## config.mk

```make
export PLATFORM = sky130hd
export DESIGN_NAME = branch_resolve_ctrl
export DESIGN_NICKNAME = d
export VERILOG_FILES = /design/src/rtl/branch_resolve_ctrl_pkg.sv /design/src/rtl/branch_resolve_ctrl_bht.sv /design/src/rtl/branch_resolve_ctrl.sv
export SDC_FILE = /design/constraint.sdc
export NUM_CORES = 1
export LEC_CHECK = 0
export BUFFER_PORTS_ARGS = -buffer_cell sky130_fd_sc_hd__clkbuf_2
export CAP_MARGIN = 10
export CORE_ASPECT_RATIO = 1.1
export CORE_MARGIN = 2
export CORE_UTILIZATION = 50
export CTS_BUF_LIST = sky130_fd_sc_hd__clkbuf_4
export CTS_CLUSTER_DIAMETER = 150
export DETAILED_ROUTE_END_ITERATION = 8
export GPL_TIMING_DRIVEN = 0
export PLACE_DENSITY = 0.86
export SLEW_MARGIN = 10
export SYNTH_ARGS = -nofsm -noshare
export SYNTH_HDL_FRONTEND = slang
export SYNTH_SLANG_ARGS = --single-unit
```

## constraint.sdc

```tcl
create_clock -name Clock -period 2.9 [get_ports Clock]
set_input_delay 0.145 -clock Clock [delete_from_list [all_inputs] [get_ports Clock]]
set_output_delay 0.145 -clock Clock [all_outputs]
set_load 0.05 [all_outputs]
```

## src/rtl/branch_resolve_ctrl_pkg.sv

```systemverilog
// Shared constants, FSM state type and counter helpers for branch_resolve_ctrl
// and its branch history table (enabled with BRANCH_BHT_EN).
package branch_resolve_ctrl_pkg;

  localparam logic [2:0] BR_BEQ  = 3'b000;
  localparam logic [2:0] BR_BNE  = 3'b001;
  localparam logic [2:0] BR_BLT  = 3'b100;
  localparam logic [2:0] BR_BGE  = 3'b101;
  localparam logic [2:0] BR_BLTU = 3'b110;
  localparam logic [2:0] BR_BGEU = 3'b111;

  typedef enum logic {
    IDLE  = 1'b0,
    FLUSH = 1'b1
  } br_state_e;

  localparam logic [1:0] BHT_CTR_RESET = 2'b01;

  function automatic logic br_funct3_legal(input logic [2:0] funct3);
    logic legal;
    case (funct3)
      BR_BEQ, BR_BNE, BR_BLT, BR_BGE, BR_BLTU, BR_BGEU: legal = 1'b1;
      default:                                          legal = 1'b0;
    endcase
    return legal;
  endfunction

  // Illegal encodings resolve as not-taken so the mispredict check still works.
  function automatic logic br_taken(input logic [2:0] funct3,
                                    input logic       eq,
                                    input logic       lt);
    logic taken;
    case (funct3)
      BR_BEQ:           taken = eq;
      BR_BNE:           taken = ~eq;
      BR_BLT, BR_BLTU:  taken = lt;
      BR_BGE, BR_BGEU:  taken = ~lt;
      default:          taken = 1'b0;
    endcase
    return taken;
  endfunction

  function automatic logic [1:0] ctr_update(input logic [1:0] ctr,
                                            input logic       taken);
    logic [1:0] nxt;
    if (taken) begin
      nxt = (ctr == 2'b11) ? ctr : ctr + 2'd1;
    end else begin
      nxt = (ctr == 2'b00) ? ctr : ctr - 2'd1;
    end
    return nxt;
  endfunction

endpackage

```

## src/rtl/branch_resolve_ctrl_bht.sv

```systemverilog
// branch_bht: table of 2-bit saturating counters with a combinational fetch
// read port and a single resolve-time update port.
module branch_bht
  import branch_resolve_ctrl_pkg::*;
#(
  parameter int ENTRIES = 16,
  parameter int IDX_W   = $clog2(ENTRIES)
) (
  input  logic             Clock,
  input  logic             Reset,
  input  logic [IDX_W-1:0] fetch_idx,
  output logic             fetch_pred_taken,
  input  logic             upd_valid,
  input  logic [IDX_W-1:0] upd_idx,
  input  logic             upd_taken
);

  logic [1:0] table_r [ENTRIES];

  // Counter table: reset to weakly not-taken, one saturating update per cycle.
  always_ff @(posedge Clock) begin
    if (Reset) begin
      for (int i = 0; i < ENTRIES; i++) begin
        table_r[i] <= BHT_CTR_RESET;
      end
    end else if (upd_valid) begin
      table_r[upd_idx] <= ctr_update(table_r[upd_idx], upd_taken);
    end
  end

  // Reads the registered array, so a same-cycle write to this index is not yet visible.
  assign fetch_pred_taken = table_r[fetch_idx][1];

endmodule

```

## src/rtl/branch_resolve_ctrl.sv

```systemverilog
// Branch resolution: taken decode, mispredict redirect, timed IF/ID flush and
// mispredict counter. Define BRANCH_BHT_EN to build the dynamic predictor table.
module branch_resolve_ctrl
  import branch_resolve_ctrl_pkg::*;
#(
  parameter int FLUSH_CYCLES = 2,
  parameter int BHT_ENTRIES  = 16
) (
  input  logic        Clock,
  input  logic        Reset,
  input  logic        br_valid,
  input  logic [2:0]  br_funct3,
  input  logic [31:0] br_pc,
  input  logic [31:0] br_target,
  input  logic        br_pred,
  input  logic        BrEq,
  input  logic        BrLT,
  output logic        BrUn,
  input  logic [31:0] fetch_pc,
  output logic        fetch_pred_taken,
  output logic        redirect_valid,
  output logic [31:0] redirect_pc,
  output logic        flush,
  output logic        illegal_br,
  output logic [15:0] mispredict_cnt
);

  localparam logic [2:0] FLUSH_LAST = 3'(FLUSH_CYCLES - 1);

  br_state_e   state_r, state_nxt_s;
  logic        redirect_valid_r, redirect_valid_nxt_s;
  logic [31:0] redirect_pc_r, redirect_pc_nxt_s;
  logic        flush_r, flush_nxt_s;
  logic [2:0]  flush_cnt_r, flush_cnt_nxt_s;
  logic        illegal_r, illegal_nxt_s;
  logic [15:0] mispredict_cnt_r, mispredict_cnt_nxt_s;

  logic        legal_s;
  logic        taken_s;
  logic        accept_s;
  logic        mispredict_s;
  logic        fetch_pc_unused_s;

  assign BrUn         = br_funct3[1];
  assign legal_s      = br_funct3_legal(br_funct3);
  assign taken_s      = br_taken(br_funct3, BrEq, BrLT);
  assign accept_s     = br_valid && (state_r == IDLE);
  assign mispredict_s = accept_s && (taken_s != br_pred);

  // Next-state and next-output logic for the IDLE/FLUSH controller.
  always_comb begin
    state_nxt_s          = state_r;
    redirect_valid_nxt_s = 1'b0;
    redirect_pc_nxt_s    = redirect_pc_r;
    flush_nxt_s          = flush_r;
    flush_cnt_nxt_s      = flush_cnt_r;
    illegal_nxt_s        = 1'b0;
    mispredict_cnt_nxt_s = mispredict_cnt_r;
    case (state_r)
      IDLE: begin
        flush_nxt_s   = 1'b0;
        illegal_nxt_s = accept_s && !legal_s;
        if (mispredict_s) begin
          state_nxt_s          = FLUSH;
          redirect_valid_nxt_s = 1'b1;
          redirect_pc_nxt_s    = taken_s ? br_target : (br_pc + 32'd4);
          flush_nxt_s          = 1'b1;
          flush_cnt_nxt_s      = FLUSH_LAST;
          if (mispredict_cnt_r != 16'hFFFF) begin
            mispredict_cnt_nxt_s = mispredict_cnt_r + 16'd1;
          end else begin
            mispredict_cnt_nxt_s = mispredict_cnt_r;
          end
        end else begin
          state_nxt_s = IDLE;
        end
      end
      FLUSH: begin
        if (flush_cnt_r == 3'd0) begin
          state_nxt_s = IDLE;
          flush_nxt_s = 1'b0;
        end else begin
          flush_cnt_nxt_s = flush_cnt_r - 3'd1;
          flush_nxt_s     = 1'b1;
        end
      end
      default: begin
        state_nxt_s = IDLE;
        flush_nxt_s = 1'b0;
      end
    endcase
  end

  // State and registered-output update; Reset also aborts an active flush.
  always_ff @(posedge Clock) begin
    if (Reset) begin
      state_r          <= IDLE;
      redirect_valid_r <= 1'b0;
      redirect_pc_r    <= 32'd0;
      flush_r          <= 1'b0;
      flush_cnt_r      <= 3'd0;
      illegal_r        <= 1'b0;
      mispredict_cnt_r <= 16'd0;
    end else begin
      state_r          <= state_nxt_s;
      redirect_valid_r <= redirect_valid_nxt_s;
      redirect_pc_r    <= redirect_pc_nxt_s;
      flush_r          <= flush_nxt_s;
      flush_cnt_r      <= flush_cnt_nxt_s;
      illegal_r        <= illegal_nxt_s;
      mispredict_cnt_r <= mispredict_cnt_nxt_s;
    end
  end

  assign redirect_valid = redirect_valid_r;
  assign redirect_pc    = redirect_pc_r;
  assign flush          = flush_r;
  assign illegal_br     = illegal_r;
  assign mispredict_cnt = mispredict_cnt_r;

  // Only the index bits of fetch_pc feed the table; the rest are intentionally dropped.
  assign fetch_pc_unused_s = ^fetch_pc;

`ifdef BRANCH_BHT_EN
  localparam int BHT_IDX_W = $clog2(BHT_ENTRIES);

  logic bht_upd_s;
  assign bht_upd_s = accept_s && legal_s;

  branch_bht #(
    .ENTRIES (BHT_ENTRIES),
    .IDX_W   (BHT_IDX_W)
  ) u_bht (
    .Clock            (Clock),
    .Reset            (Reset),
    .fetch_idx        (fetch_pc[BHT_IDX_W+1:2]),
    .fetch_pred_taken (fetch_pred_taken),
    .upd_valid        (bht_upd_s),
    .upd_idx          (br_pc[BHT_IDX_W+1:2]),
    .upd_taken        (taken_s)
  );
`else
  assign fetch_pred_taken = 1'b0;
`endif

endmodule

```

## Yosys cells after proc, flatten, opt, wreduce, memory -nomap -nowiden

Cells that the tools add are included.

| cells by class | value |
|---|---|
| mux-type cells | 9 |
| add/subtract/negate cells | 3 |
| eq/ne operators | 9 |
| reduce and logical (&&, ||, !) cells | 13 |
| bitwise gates (word level) | 3 |

Operator list:

| cell | number |
|---|---|
| $add A32 B3 Y32 const B | 1 |
| $mux W32 | 1 |
| $add A16 B1 Y16 const B | 1 |
| $ne A16 B16 Y1 const B | 1 |
| $eq A3 B3 Y1 const B | 4 |
| $logic_not A3 Y1 | 2 |
| $mux W3 | 2 |
| $pmux W3 S2 | 1 |
| $reduce_or A2 Y1 | 3 |
| $reduce_or A6 Y1 | 1 |
| $ne A2 B2 Y1 const B | 2 |
| $pmux W1 S4 | 1 |
| $reduce_and A2 Y1 | 2 |
| $eq A3 B1 Y1 const B | 1 |
| $logic_and A1 B1 Y1 | 3 |
| $mux W1 | 3 |
| $not A1 Y1 | 3 |
| $reduce_and A3 Y1 | 1 |
| $sub A3 B1 Y3 const B | 1 |
| $pmux W1 S2 | 1 |
| $logic_not A1 Y1 | 1 |
| $ne A1 B1 Y1 | 1 |

| word-level totals | value |
|---|---|
| word-level logic and storage cells | 43 |
| output and inout bits | 53 |
| register bits after elaboration | 54 |

## Longest topological paths before layout

Gate-level depths: netlist of the first run.

| depth | value |
|---|---|
| depth after elaboration | 7 |
| depth in mapped cells | 7 |
| depth with buffers taken out | 7 |

## Worst setup path before layout of the first run

No wires, ideal clock.

| path | value |
|---|---|
| kind | reg2reg |
| start point | register mispredict_cnt_r[6], in the netlist mispredict_cnt[6] |
| end point | register mispredict_cnt_r[1], in the netlist mispredict_cnt[1] |
| buffers on the path | 2 |
| cell stages (with the launch flop) | 8 |
| data required time | 2780 ps |
| data arrival time | 1991 ps |
| path slack | 789 ps |
| cells stage by stage | dfxtp_1 > and4_1 > and3_1 > and4_1 > clkbuf_1 > buf_2 > nor2_1 > mux2i_1 |

| on the way | value |
|---|---|
| cells in the longest elaborated chain, start to end | 2 |

RTL lines:

| element | line | source |
|---|---|---|
| start, declared | branch_resolve_ctrl.sv:36 | `logic [15:0] mispredict_cnt_r, mispredict_cnt_nxt_s;` |
| start signal, assigned | branch_resolve_ctrl.sv:111 | `mispredict_cnt_r <= mispredict_cnt_nxt_s;` |
| $ne A16 B16 Y1 | branch_resolve_ctrl.sv:69 | `if (mispredict_cnt_r != 16'hFFFF) begin` |
| $reduce_and A3 Y1 (no line) | - |  |

No other way between the ends.
A chain may end at the register's enable or synchronous reset.

==> results of run 1 <==
-- repair_timing --
action                    CTS  global route
hold buffers                1             0
setup buffers               0             0
hold endpoints to repair    1             0
-- Yosys cell counts, types with 3 or more instances --
cell,instances
dfxtp_1,54
nand2_1,36
a21oi_1,32
nor2_1,28
clkbuf_1,19
nand3_1,19
nand4_1,18
o21ai_0,16
xor2_1,15
xnor2_1,13
o31ai_1,12
or4_1,12
and4_1,11
a211o_1,9
a22oi_1,8
inv_1,8
and3_1,7
nor4_1,6
a31oi_1,4
ha_1,4
nand2b_1,4
nor2b_1,4
nor3_1,4
nor4b_1,4
o221ai_1,4
o22a_1,4
a311oi_1,3
o211ai_1,3
-- cell type report --
| cell class | instances | area share |
|---|---|---|
| inverters | 8 | 0.00760 |
| clock buffers | 6 | 0.0114 |
| clock inverters | 2 | 0.00222 |
| multi-input cells | 303 | 0.491 |
| repair buffers | 125 | 0.160 |
| plain buffers | 24 | 0.0288 |
| flip-flops and latches | 54 | 0.274 |
| well taps | 80 | 0.0253 |
-- per-layer routing --
| metal | track usage | routed length (µm) | vias up | part of all wire |
|---|---|---|---|---|
| li1 | - | - | 1734 | - |
| met1 | 0.332 | 3750 | 1695 | 0.40 |
| met2 | 0.478 | 4600 | 181 | 0.49 |
| met3 | 0.0405 | 716 | 24 | 0.077 |
| met4 | 0.0924 | 255 | 0 | 0.027 |
| met5 | 0 | 0 | - | 0 |
-- cell families (layout without fill, tap and decap cells) --
logic type      Yosys count  count (layout)  share of synthesized area
xor+xnor                 28              28                     0.0774
fa+ha+maj                 4               4                     0.0158
compound gates          106             106                      0.229
flops                    54              54                      0.341
other cells               1               1                    0.00118
mux                       3               3                    0.00988
buf+inv                  32             165                     0.0454
simple gates            161             161                      0.280
-- where the power goes --
part           switching [µW]  internal [µW]  leakage [µW]
logic                     355            157       0.00113
clock network             234            101     0.0000331
registers                26.9            786      0.000440
total                     616           1040       0.00160
-- final timing paths --
path / endpoint / slack (ns)
max: redirect_pc[30]$_SDFFE_PP0P_ / 0.68
min reg2reg: redirect_pc[15]$_SDFFE_PP0P_ / 0.47
max reg2reg: redirect_pc[30]$_SDFFE_PP0P_ / 0.68
min: redirect_pc[27]$_SDFFE_PP0P_ / 0.007
-- registers in the layout (all words and copies together) (netlist names) --
name,count
flush,1
flush_cnt_r,3
illegal_br,1
mispredict_cnt,16
redirect_pc,32
redirect_valid,1
-- through the flow --
step	worst slack, ns	power (µW)	std cells
2_1_floorplan	0.789	1170	389
3_3_place_gp	0.800	1320	593
3_5_place_dp	0.707	1340	593
4_1_cts	0.757	1660	602
5_1_grt	0.539	1740	602
6_report	0.681	1660	602
-- tightest hold or removal path: cells and delay by family --
kind | cells | cell delay [ns]
compound gates | 2 | 0.12
buf+inv | 1 | 0.08
==> flow_summary_export.csv, run 1 <==
group,metric,value,unit
sta,finalSetupTns,0,ns
floorplan,die-width,79.9,µm
setup_path,crit_chain,"nor4b_1 -> a32oi_1 -> nor3_1 -> a22oi_1 -> o21ai_0",
detailed_routing,antenna_left,0,
min_path,hold_path_class,"input pin to register",
detailed_routing,detailroute.via_count,3634,
setup_path,worst-r2r-cell-count,5,
outcome,status,"finished clean",
global_routing,grt_pass1_wl,15200,µm
sta,tightest_slew,1.05,ns
setup_path,cp.required,3.20,ns
layout,drive_gt1_frac,0.274,
detailed_routing,drt_iter0_drc,241,
power_and_ir_drop,vdd.ir_drop.worst,0.000229,V
min_path,hold_path_depth,3,
setup_path,critPathSlowestCell,"nor3_1",
sta,fin_skew,0.00567,ns
setup_path,cp-end-kind,"register",
logic_synthesis,synthesis.nets,498,
placement,routabilityCongestion,0.931,
detailed_routing,drt-total-wl,9320,µm
floorplan,die_h,87.5,µm
logic_synthesis,netlist_instances,389,
floorplan,coreArea,0.00616,mm²
layout,multi_input_area,0.00194,mm²
setup_path,cp.depth,5,
setup_path,crit_family,"simple AND/OR/NAND/NOR gates",
power_and_ir_drop,power.density,420,mW/mm²
setup_path,cp.arrival,2.52,ns
setup_path,start_kind,"register",
power_and_ir_drop,leakage,0.00160,µW
floorplan,die_area,0.00699,mm²
layout,fill_cells,571,
min_path,min_from,"br_target[27]",
logic_synthesis,ys.flop_type,"dfxtp_1",
layout,num-nets-final,630,
clock_tree,clk_pin_slew,0.15,ns
floorplan,rows,30,
sta,setup_violations,0,
layout,layout_common_cells,"124 x clkbuf_2, 54 x dfxtp_1, 36 x nand2_1, 32 x a21oi_1, 28 x nor2_1",
sta,slew_headroom,0.296,
global_routing,grt_pass1_vias,3367,
logic_synthesis,synth.area.top_cells,"dfxtp_1 34%, a21oi_1 5.1%, nand2_1 4.3%, xor2_1 4.1%, xnor2_1 3.6%",
flow_run,cap_violations,0,
layout,num_antenna_cells,0,
global_routing,grtUsageTotal,0.270,
clock_tree,cts_buffers,5,
detailed_routing,drt_first_pass_iters,5,
global_routing,antenna_found_initial,0,
sta,rsz0062_at_grt,"no",
clock_tree,cts.repair.resized,0,
clock_tree,root_buffer,"clkbuf_4",
sta,report.final.slew_viol_count,0,
logic_synthesis,yosys_warnings,0,
clock_tree,clkSinkCount,54,
logic_synthesis,async_reset_ff_frac,0,
detailed_routing,routed_via_density,6.04,
placement,portBuffers,124,
sta,fin_crit,2.22,ns
sta,hold_viol_final,0,
placement,dpl_cell_area,0.00389,mm²
clock_tree,clk_latency,0.37,ns
detailed_routing,wl_per_cell,15.5,µm
detailed_routing,drc,0,
logic_synthesis,synth_edf_count,0,
layout,register_area,0.00108,mm²
logic_synthesis,synth_largest_area_cell,"dfxtp_1",
floorplan,initial_core_util,0.514,
sta,hold_ws,0.00653,ns
layout,layout_commonest_cell,"clkbuf_2",
sta,fin_crit_sh,0.765,
setup_path,max_stage_delay,0.88,ns
setup_path,crit_type,"register to register",
floorplan,io_pins,158,
layout,postLayoutCoreUtil,0.642,
logic_synthesis,synth_top_area_share,0.341,
logic_synthesis,syn_avg_cell_area,8.14,µm²
placement,hpwl,7250,µm
logic_synthesis,syn_area,0.00317,mm²
clock_tree,clockBufferDepth,2,
global_routing,overflow,0,
setup_path,cp_max_fo,8,
sta,fmax,0.451,GHz
setup_path,startpoint,"flush$_SDFF_PP0_",
logic_synthesis,synth-seq-area-share,0.341,
layout,area_growth,24.8,%
setup_path,crit_buf_inv,0,
global_routing,grt_start_max_net_pins,16,
logic_synthesis,yosysUniqueCellTypes,48,
clock_tree,htree_levels,2,
clock_tree,cts_tree,"yes",
logic_synthesis,synth-seq-cells,54,
layout,stdcell_area,0.00395,mm²
setup_path,r2r-start,"flush$_SDFF_PP0_",
Power figures use the tool's default switching activity.
==> inputs of run 2 (changes only) <==
--- a/config.mk
+++ b/config.mk
@@ -5,6 +5,7 @@
 export SDC_FILE = /design/constraint.sdc
 export NUM_CORES = 1
 export LEC_CHECK = 0
+export ABC_AREA = 1
 export BUFFER_PORTS_ARGS = -buffer_cell sky130_fd_sc_hd__clkbuf_2
 export CAP_MARGIN = 10
 export CORE_ASPECT_RATIO = 1.1
@@ -14,7 +15,7 @@
 export CTS_CLUSTER_DIAMETER = 150
 export DETAILED_ROUTE_END_ITERATION = 8
 export GPL_TIMING_DRIVEN = 0
-export PLACE_DENSITY = 0.86
+export PLACE_DENSITY = 0.83
 export SLEW_MARGIN = 10
 export SYNTH_ARGS = -nofsm -noshare
 export SYNTH_HDL_FRONTEND = slang
==> constraint.sdc (replaced) <==
create_clock -name Clock -period 2.3 [get_ports Clock]
set_input_delay 0.115 -clock Clock [delete_from_list [all_inputs] [get_ports Clock]]
set_output_delay 0.115 -clock Clock [all_outputs]
set_load 0.05 [all_outputs]
==> flow_summary_export.csv, run 2 <==
group,metric,value,unit
power_and_ir_drop,power.total,2250,µW
power_and_ir_drop,power.density,499,mW/mm²
logic_synthesis,syn_avg_cell_area,6.04,µm²
detailed_routing,wl_per_cell,13.4,µm
setup_path,start_kind,"register",
logic_synthesis,yosys_warnings,0,
global_routing,antenna_found_initial,0,
floorplan,die_area,0.00819,mm²
setup_path,crit_buf_inv,1,
outcome,status,"finished clean",
setup_path,crit_chain,"ha_1 -> nand2_1 -> nor2_4 -> nand4_4 -> nand4_2 -> buf_6 -> nand2_1 -> a21oi_1",
sta,hold_ws,0.0397,ns
layout,fill_cells,734,
setup_path,cp_max_fo,10,
layout,layout_common_cells,"217 x nand2_1, 123 x clkbuf_2, 105 x nor2_1, 54 x dfxtp_1, 44 x nand3_1",
min_path,hold_path_class,"input pin to register",
layout,num-nets-final,859,
logic_synthesis,ys_top_cells_by_count,"217 x nand2_1, 105 x nor2_1, 54 x dfxtp_1, 44 x nand3_1, 43 x inv_1",
logic_synthesis,netlist_instances,620,
sta,setup_violations,0,
global_routing,overflow,0,
layout,layout_commonest_cell,"nand2_1",
sta,fin_skew,0.0113,ns
logic_synthesis,synth.area.top_cells,"dfxtp_1 29%, nand2_1 22%, nor2_1 11%, nand3_1 5.9%, a21oi_1 4.8%",
placement,hpwl,9020,µm
power_and_ir_drop,vdd.ir_drop.worst,0.000245,V
clock_tree,root_buffer,"clkbuf_4",
sta,fin_crit,1.89,ns
placement,dpl_cell_area,0.00447,mm²
logic_synthesis,synthesis.nets,729,
setup_path,crit_family,"simple AND/OR/NAND/NOR gates",
setup_path,cpMostUsedCell,"nand2_1",
layout,stdcell_area,0.00452,mm²
logic_synthesis,yosys.cell_count.top_type,"nand2_1",
sta,tightest_slew,0.650,ns
clock_tree,cts.repair.resized,0,
setup_path,critPathSlowestCell,"dfxtp_1",
clock_tree,clkSinkCount,54,
sta,finalSetupTns,0,ns
layout,area_growth,20.8,%
clock_tree,clk_latency,0.38,ns
floorplan,io_pins,158,
sta,fmax,0.530,GHz
detailed_routing,drc,0,
sta,slew_headroom,0.567,
floorplan,coreArea,0.00735,mm²
setup_path,cp-end-kind,"register",
global_routing,grt_pass1_wl,18100,µm
clock_tree,post-cts-setup-buffers,0,
placement,portBuffers,123,
sta,rsz0062_at_grt,"no",
detailed_routing,routed_via_density,5.25,
logic_synthesis,async_reset_ff_frac,0,
layout,num_antenna_cells,0,
clock_tree,clockBufferDepth,2,
logic_synthesis,synth-seq-area-share,0.289,
detailed_routing,drt-total-wl,11200,µm
detailed_routing,detailroute.via_count,4392,
logic_synthesis,synth_edf_count,0,
setup_path,cp.arrival,2.21,ns
sta,fin_crit_sh,0.821,
logic_synthesis,syn_area,0.00374,mm²
global_routing,grt_pass1_vias,3994,
floorplan,rows,33,
clock_tree,cts-hold-fix-buffers,0,
floorplan,die_h,94.7,µm
flow_run,cap_violations,0,
setup_path,crit_type,"register to register",
global_routing,grt_start_max_net_pins,16,
sta,report.final.slew_viol_count,0,
sta,hold_viol_final,0,
setup_path,max_stage_delay,0.49,ns
clock_tree,cts_buffers,5,
power_and_ir_drop,leakage,0.00217,µW
detailed_routing,drt_iter0_drc,232,
placement,routabilityCongestion,0.979,
layout,postLayoutCoreUtil,0.615,
clock_tree,htree_levels,2,
global_routing,grtUsageTotal,0.274,
logic_synthesis,synth_largest_area_cell,"dfxtp_1",
logic_synthesis,synth-seq-cells,54,
detailed_routing,drt_first_pass_iters,5,
logic_synthesis,ys.flop_type,"dfxtp_1",
floorplan,initial_core_util,0.509,
clock_tree,cts_tree,"yes",
layout,largest_reg_flops,32,
logic_synthesis,synth_top_area_share,0.289,
setup_path,cp.required,2.62,ns
detailed_routing,antenna_left,0,
clock_tree,clk_pin_slew,0.16,ns
floorplan,die-width,86.5,µm
layout,drive_gt1_frac,0.229,
logic_synthesis,yosysUniqueCellTypes,32,
run 2: power by group:
group	internal [µW]	switching (µW)
sequential	999	38.3
clock	127	314
combinational	230	548
total	1360	900
run 2: cells by family (layout without fill, tap and decap cells):
family,count (synthesis),after routing,share of synthesized area
simple gates,413,413,0.486
buf+inv,71,201,0.0869
compound gates,61,61,0.0859
flops,54,54,0.289
xor+xnor,16,16,0.0374
fa+ha+maj,4,4,0.0134
other cells,1,1,0.00100
run 2: cell type report:
type,count,area [µm²],share of cell area
Multi-Input combinational cell,495,2340,0.517
Inverter,46,173,0.0382
Buffer,25,153,0.0338
Clock buffer,6,45.0,0.00997
Sequential cell,54,1080,0.239
Tap cell,87,109,0.0241
Clock inverter,1,7.51,0.00166
Timing Repair Buffer,123,616,0.136
run 2: per-layer routing:
layer / share of wire / track usage
met5: 0 / 0
met4: 0.018 / 0.0794
met3: 0.069 / 0.0446
met2: 0.51 / 0.493
met1: 0.41 / 0.334
run 2: worst paths after layout:
path,start,to,cells past startpoint,slack (ns)
max,mispredict_cnt[0]$_SDFFE_PP0P_,mispredict_cnt[11]$_SDFFE_PP0P_,8,0.41
min,br_target[0],redirect_pc[0]$_SDFFE_PP0P_,5,0.04
max reg2reg,mispredict_cnt[0]$_SDFFE_PP0P_,mispredict_cnt[11]$_SDFFE_PP0P_,8,0.41
min reg2reg,redirect_pc[31]$_SDFFE_PP0P_,redirect_pc[31]$_SDFFE_PP0P_,2,0.48
run 2: worst min-delay path: stages:
cell      delay (ns)
clkbuf_2        0.08
nand2_1         0.05
nand2_1         0.05
nand2_1         0.06
a21oi_1         0.05
run 2: through the flow:
stage / std cells / setup WS (ns)
2_1_floorplan: 620 / 0.337
3_3_place_gp: 830 / 0.486
6_report: 837 / 0.412
5_1_grt: 837 / 0.248
3_5_place_dp: 830 / 0.439
4_1_cts: 837 / 0.419
